**src/rtl/srff_access_arbiter.sv**
```systemverilog
// Round-robin arbiter that shares one clocked S-R flip-flop among NREQ requesters,
// producing non-overlapping S/R pulses and checking Q after each operation.
module srff_access_arbiter #(
    parameter int NREQ         = 4,
    parameter int PULSE_CYCLES = 1,
    parameter int CW           = 4
) (
    input  logic            clk,
    input  logic            rst,
    input  logic [NREQ-1:0] req,
    input  logic [NREQ-1:0] op,
    input  logic            q_in,
    output logic            s_out,
    output logic            r_out,
    output logic [NREQ-1:0] grant,
    output logic            done,
    output logic            err,
    output logic            busy
);

    localparam int IW = $clog2(NREQ);

    typedef enum logic [1:0] {
        IDLE   = 2'd0,
        PULSE  = 2'd1,
        SETTLE = 2'd2
    } state_t;

    state_t          state;
    state_t          state_nxt;
    logic [CW-1:0]   cnt;
    logic [CW-1:0]   cnt_nxt;
    logic [IW-1:0]   win_idx;
    logic [IW-1:0]   win_idx_nxt;
    logic            op_lat;
    logic            op_lat_nxt;
    logic [IW-1:0]   ptr;
    logic [IW-1:0]   ptr_nxt;
    logic [IW-1:0]   pick;
    logic            s_nxt;
    logic            r_nxt;
    logic [NREQ-1:0] grant_nxt;
    logic            done_nxt;
    logic            err_nxt;
    logic            busy_nxt;

    // First requesting index at or after p, wrapping modulo NREQ.
    function automatic logic [IW-1:0] rr_pick(input logic [NREQ-1:0] r,
                                              input logic [IW-1:0]   p);
        logic [IW-1:0] win;
        logic          found;
        int            idx;
        win   = '0;
        found = 1'b0;
        for (int i = 0; i < NREQ; i++) begin
            idx = (int'(p) + i) % NREQ;
            if (!found && r[idx]) begin
                win   = IW'(idx);
                found = 1'b1;
            end
        end
        return win;
    endfunction

    function automatic logic [IW-1:0] wrap_inc(input logic [IW-1:0] w);
        return (w == IW'(NREQ - 1)) ? '0 : w + 1'b1;
    endfunction

    assign pick = rr_pick(req, ptr);

    always_ff @(posedge clk or posedge rst) begin
        if (rst) begin
            state   <= IDLE;
            cnt     <= '0;
            win_idx <= '0;
            op_lat  <= 1'b0;
            ptr     <= '0;
            s_out   <= 1'b0;
            r_out   <= 1'b0;
            grant   <= '0;
            done    <= 1'b0;
            err     <= 1'b0;
            busy    <= 1'b0;
        end else begin
            state   <= state_nxt;
            cnt     <= cnt_nxt;
            win_idx <= win_idx_nxt;
            op_lat  <= op_lat_nxt;
            ptr     <= ptr_nxt;
            s_out   <= s_nxt;
            r_out   <= r_nxt;
            grant   <= grant_nxt;
            done    <= done_nxt;
            err     <= err_nxt;
            busy    <= busy_nxt;
        end
    end

    always_comb begin
        state_nxt = state;
        case (state)
            IDLE:    if (|req) state_nxt = PULSE;
            PULSE:   if (cnt == '0) state_nxt = SETTLE;
            SETTLE:  state_nxt = IDLE;
            default: state_nxt = IDLE;
        endcase
    end

    // Next values of the registered outputs; S and R are only ever loaded from
    // complementary values of one latched bit, so they cannot both be high.
    always_comb begin
        cnt_nxt     = cnt;
        win_idx_nxt = win_idx;
        op_lat_nxt  = op_lat;
        ptr_nxt     = ptr;
        s_nxt       = 1'b0;
        r_nxt       = 1'b0;
        grant_nxt   = grant;
        done_nxt    = 1'b0;
        err_nxt     = 1'b0;
        case (state)
            IDLE: begin
                grant_nxt = '0;
                if (|req) begin
                    win_idx_nxt = pick;
                    op_lat_nxt  = op[pick];
                    grant_nxt   = {{(NREQ-1){1'b0}}, 1'b1} << pick;
                    s_nxt       = op[pick];
                    r_nxt       = ~op[pick];
                    cnt_nxt     = CW'(PULSE_CYCLES - 1);
                end
            end
            PULSE: begin
                if (cnt != '0) begin
                    s_nxt   = s_out;
                    r_nxt   = r_out;
                    cnt_nxt = cnt - 1'b1;
                end
            end
            SETTLE: begin
                done_nxt  = 1'b1;
                err_nxt   = (q_in != op_lat);
                ptr_nxt   = wrap_inc(win_idx);
                grant_nxt = '0;
            end
            default: begin
                grant_nxt = '0;
            end
        endcase
        busy_nxt = (state_nxt != IDLE);
    end

endmodule

```
**config.mk**
```make
export PLATFORM = sky130hd
export DESIGN_NAME = srff_access_arbiter
export DESIGN_NICKNAME = d
export VERILOG_FILES = /design/src/rtl/srff_access_arbiter.sv
export SDC_FILE = /design/constraint.sdc
export NUM_CORES = 1
export LEC_CHECK = 0
export ABC_AREA = 1
export BUFFER_PORTS_ARGS = -buffer_cell sky130_fd_sc_hd__clkbuf_2
export CAP_MARGIN = 20
export CELL_PAD_IN_SITES_DETAIL_PLACEMENT = 1
export CELL_PAD_IN_SITES_GLOBAL_PLACEMENT = 2
export CORE_ASPECT_RATIO = 1.25
export CORE_MARGIN = 4
export CORE_UTILIZATION = 32
export DETAILED_ROUTE_END_ITERATION = 16
export GPL_TIMING_DRIVEN = 0
export HOLD_SLACK_MARGIN = 0.03
export PLACE_DENSITY_LB_ADDON = 0.1
export SLEW_MARGIN = 20
export SYNTH_ARGS = -nofsm -noshare
export SYNTH_HDL_FRONTEND = slang
export SYNTH_SLANG_ARGS = --single-unit
```
**constraint.sdc**
```tcl
create_clock -name clk -period 1.9 [get_ports clk]
set_input_delay 0.38 -clock clk [delete_from_list [all_inputs] [get_ports clk]]
set_output_delay 0.38 -clock clk [all_outputs]
set_load 0.02 [all_outputs]
```
==> reports/metrics.cfg <==
[status]
status=finished clean

[worst_setup_path]
path_max_fanout=8
crit_cells=13
path_cells=buf_6 > nand2_1 > nand2_1 > nand2_2 > nand2_4 > nor2_8 > nand2_4 > o21ai_4 > inv_2 > nand2_2 > nand2_1 > nand2_2 > nand2_1
cp_slowest_cell=dfrtp_1
critPathMaxStageDelay_ns=0.43
r2r_setup_slack_ns=0.14
cp.required_ns=2.05
critPathCaptureType=flip-flop
critPathLaunch=ptr[0]
endpoint=s_out
worstPathArrival_ns=1.91
critical-path-top-delay-family=simple AND/OR/NAND/NOR gates
path_common_cell=nand2_1
path_buf_inv=2
startpoint_type=flip-flop
rr_worst_depth=13
regToRegEndpoint=s_out
path_class=flip-flop to flip-flop
rr_startpoint=ptr[0]

[yosys]
ys_ff_latch=20
syn-num-nets=164
syn_area_per_cell_sq_um=7.93
yosys_warnings=0
seq_area_frac_synth=0.421
syn-cell-area_sq_um=1190
synthCells=150
synthDistinctLibCells=22

[power]
peakVddDrop_uv=690
powerDensity_nw_per_um2=2080
p_leak_nw=0.804

[global_routing]
grt_pass1_wl_mm=5.19
overflow=0
grt.total_usage=0.133
grt_pass1_vias=1106
antenna_found_initial=0
grt_max_degree=21

[cells_and_area]
drive_above_1_share=0.333
area_growth_pct=22.4
fillers=445
fin_nets=192
antenna_cells=0

[route]
route.top_layer_used=met4
met2WireLength_mm=1.78
finalWirelength_mm=2.98
via_count=1066
drcViolationCount=0
wl_per_cell_um=13.8
met3_length_um=42
dr.first_iter.drc_count=51
met1_length_mm=1.14
ant_nets=0
drt_pass1_iterations=4
via_per_inst=4.94

[clock_network]
clk_latency_ns=0.26
cts.path.max_buffers=2
clock_sinks=20
cts_inserted_buffers=3
cts_htree_levels=1
root_buffer=clkbuf_8
clkTransAtPathRegs_ns=0.08
cts_tree=built

[sta]
final_hold_viol_count=0
fmax_mhz=569
min_period_over_period=0.925
drv_slew=0
clock_skew_ns=0.00462
tightest_slew_ns=0.785
setup_viol=0
finalSetupTns_ns=0
layout_min_cycle_time_ns=1.76
maxSlewHeadroom=0.476
grt_setup_unrepaired=false
setup_slack_ns=0.142

[worst_hold_path]
worstHoldPathType=primary input to asynchronous set/reset pin

[placement]
place_congestion=0.716
dp_slack_ns=0.00574
port_buffers=19
dp_hpwl_mm=2.43

[die]
io_pins=20
initial_core_util=0.336
core_area_sq_um=3540
die_w_um=62.5
dieArea_sq_um=4760
die_h_um=76.2
rows=24

[run]
max-cap-violations=0

## what timing repair did
item | CTS | global route
gates resized for setup | 0 | 9
setup buffers | 1 | 3
hold buffers | 0 | 0
setup endpoints to repair | 2 | 4
pin swaps | 1 | 3
## per-layer routing
layer,track usage,up-vias
met5,0,-
met4,0.0397,0
met3,0.0118,2
met2,0.270,8
met1,0.140,523
li1,-,533
## worst reg2reg max path: stages (launching register included)
cell     delay [ns]
dfrtp_1        0.43
buf_6          0.16
nand2_1        0.08
nand2_1        0.07
nand2_2        0.10
nand2_4        0.09
nor2_8         0.13
nand2_4        0.08
o21ai_4        0.17
inv_2          0.08
nand2_2        0.07
nand2_1        0.06
nand2_2        0.07
nand2_1        0.06
## final cells by class
type,instances,area (sq um),area share
Inverter,21,83.8,0.0576
Multi-Input combinational cell,108,614,0.422
Timing Repair Buffer,23,125,0.0859
Clock inverter,1,30.0,0.0206
Tap cell,39,48.8,0.0335
Sequential cell,20,502,0.345
Clock buffer,3,41.3,0.0284
Buffer,1,11.3,0.00773
## registers in the layout, summed over array words and instances, names as in the netlist
name and cells:
win_idx 2, op_lat 1, state 2, ptr 2, r_out 1, grant 4, done 1, cnt 4
s_out 1, busy 1, err 1
## logic make-up (layout without fill, tap and decap cells)
kind of cell	count (synthesis)	count (layout)	share of synthesized area
AOI/OAI and AO/OA	19	19	0.120
adders and majority gates	3	3	0.0315
buffers and inverters	22	49	0.0757
DFF	20	20	0.421
and+or+nand+nor	86	86	0.352
## how the worst min path moves through the flow
stage,startpoint,to,slack [ns]
detailed placement,op_lat,err,0.46
floorplan,rst,busy,0.34
CTS,rst,busy,0.27
global route,rst,busy,0.30
global placement,op_lat,err,0.45
finish,rst,busy,0.24
## where the power goes
part | total [mW] | internal, mW | switching [mW]
combinational | 1.90 | 0.652 | 1.25
clock | 0.425 | 0.281 | 0.145
sequential | 0.713 | 0.606 | 0.107
## synthesized netlist by cell type (all sizes together)
master | number | area share
nor4 | 1 | 0.0053
o21ai | 10 | 0.052
a31oi | 1 | 0.0053
o31ai | 5 | 0.044
o211ai | 1 | 0.011
buf | 1 | 0.0095
nor3 | 2 | 0.0084
dfrtp | 20 | 0.42
nand2 | 60 | 0.23
a21oi | 2 | 0.0084
inv | 21 | 0.066
nor2 | 9 | 0.042
nand3 | 14 | 0.072
ha | 3 | 0.032
## layout by cell type (no fill, tap or decap)
cell / instances
inv_1: 15
inv_2: 4
clkbuf_8: 3
nor2_1: 8
nand3_2: 3
buf_6: 1
o21ai_0: 7
o21ai_1: 2
nor4_1: 1
nor3_1: 2
nand2_2: 11
buf_4: 4
inv_4: 2
dfrtp_2: 1
clkbuf_2: 19
o31ai_2: 3
nor2_8: 1
nand3_1: 11
nand2_1: 45
ha_1: 3
a21oi_1: 2
a31oi_1: 1
bufinv_16: 1
o31ai_1: 2
o21ai_4: 1
nand2_4: 4
o211ai_2: 1
dfrtp_1: 19
## stage by stage
step / std cells / utilization / hold WS, ns / instance area [sq um] / power [mW]
floorplan: 150 / - / 0.344 / 1190 / 2.08
global placement: 208 / 0.376 / 0.455 / 1330 / 2.44
detailed placement: 208 / 0.376 / 0.459 / 1330 / 2.51
CTS: 213 / 0.399 / 0.269 / 1410 / 2.98
global route: 216 / 0.411 / 0.300 / 1460 / 3.36
finish: 216 / 0.411 / 0.235 / 1460 / 3.04
Power figures use the tool's default switching activity.
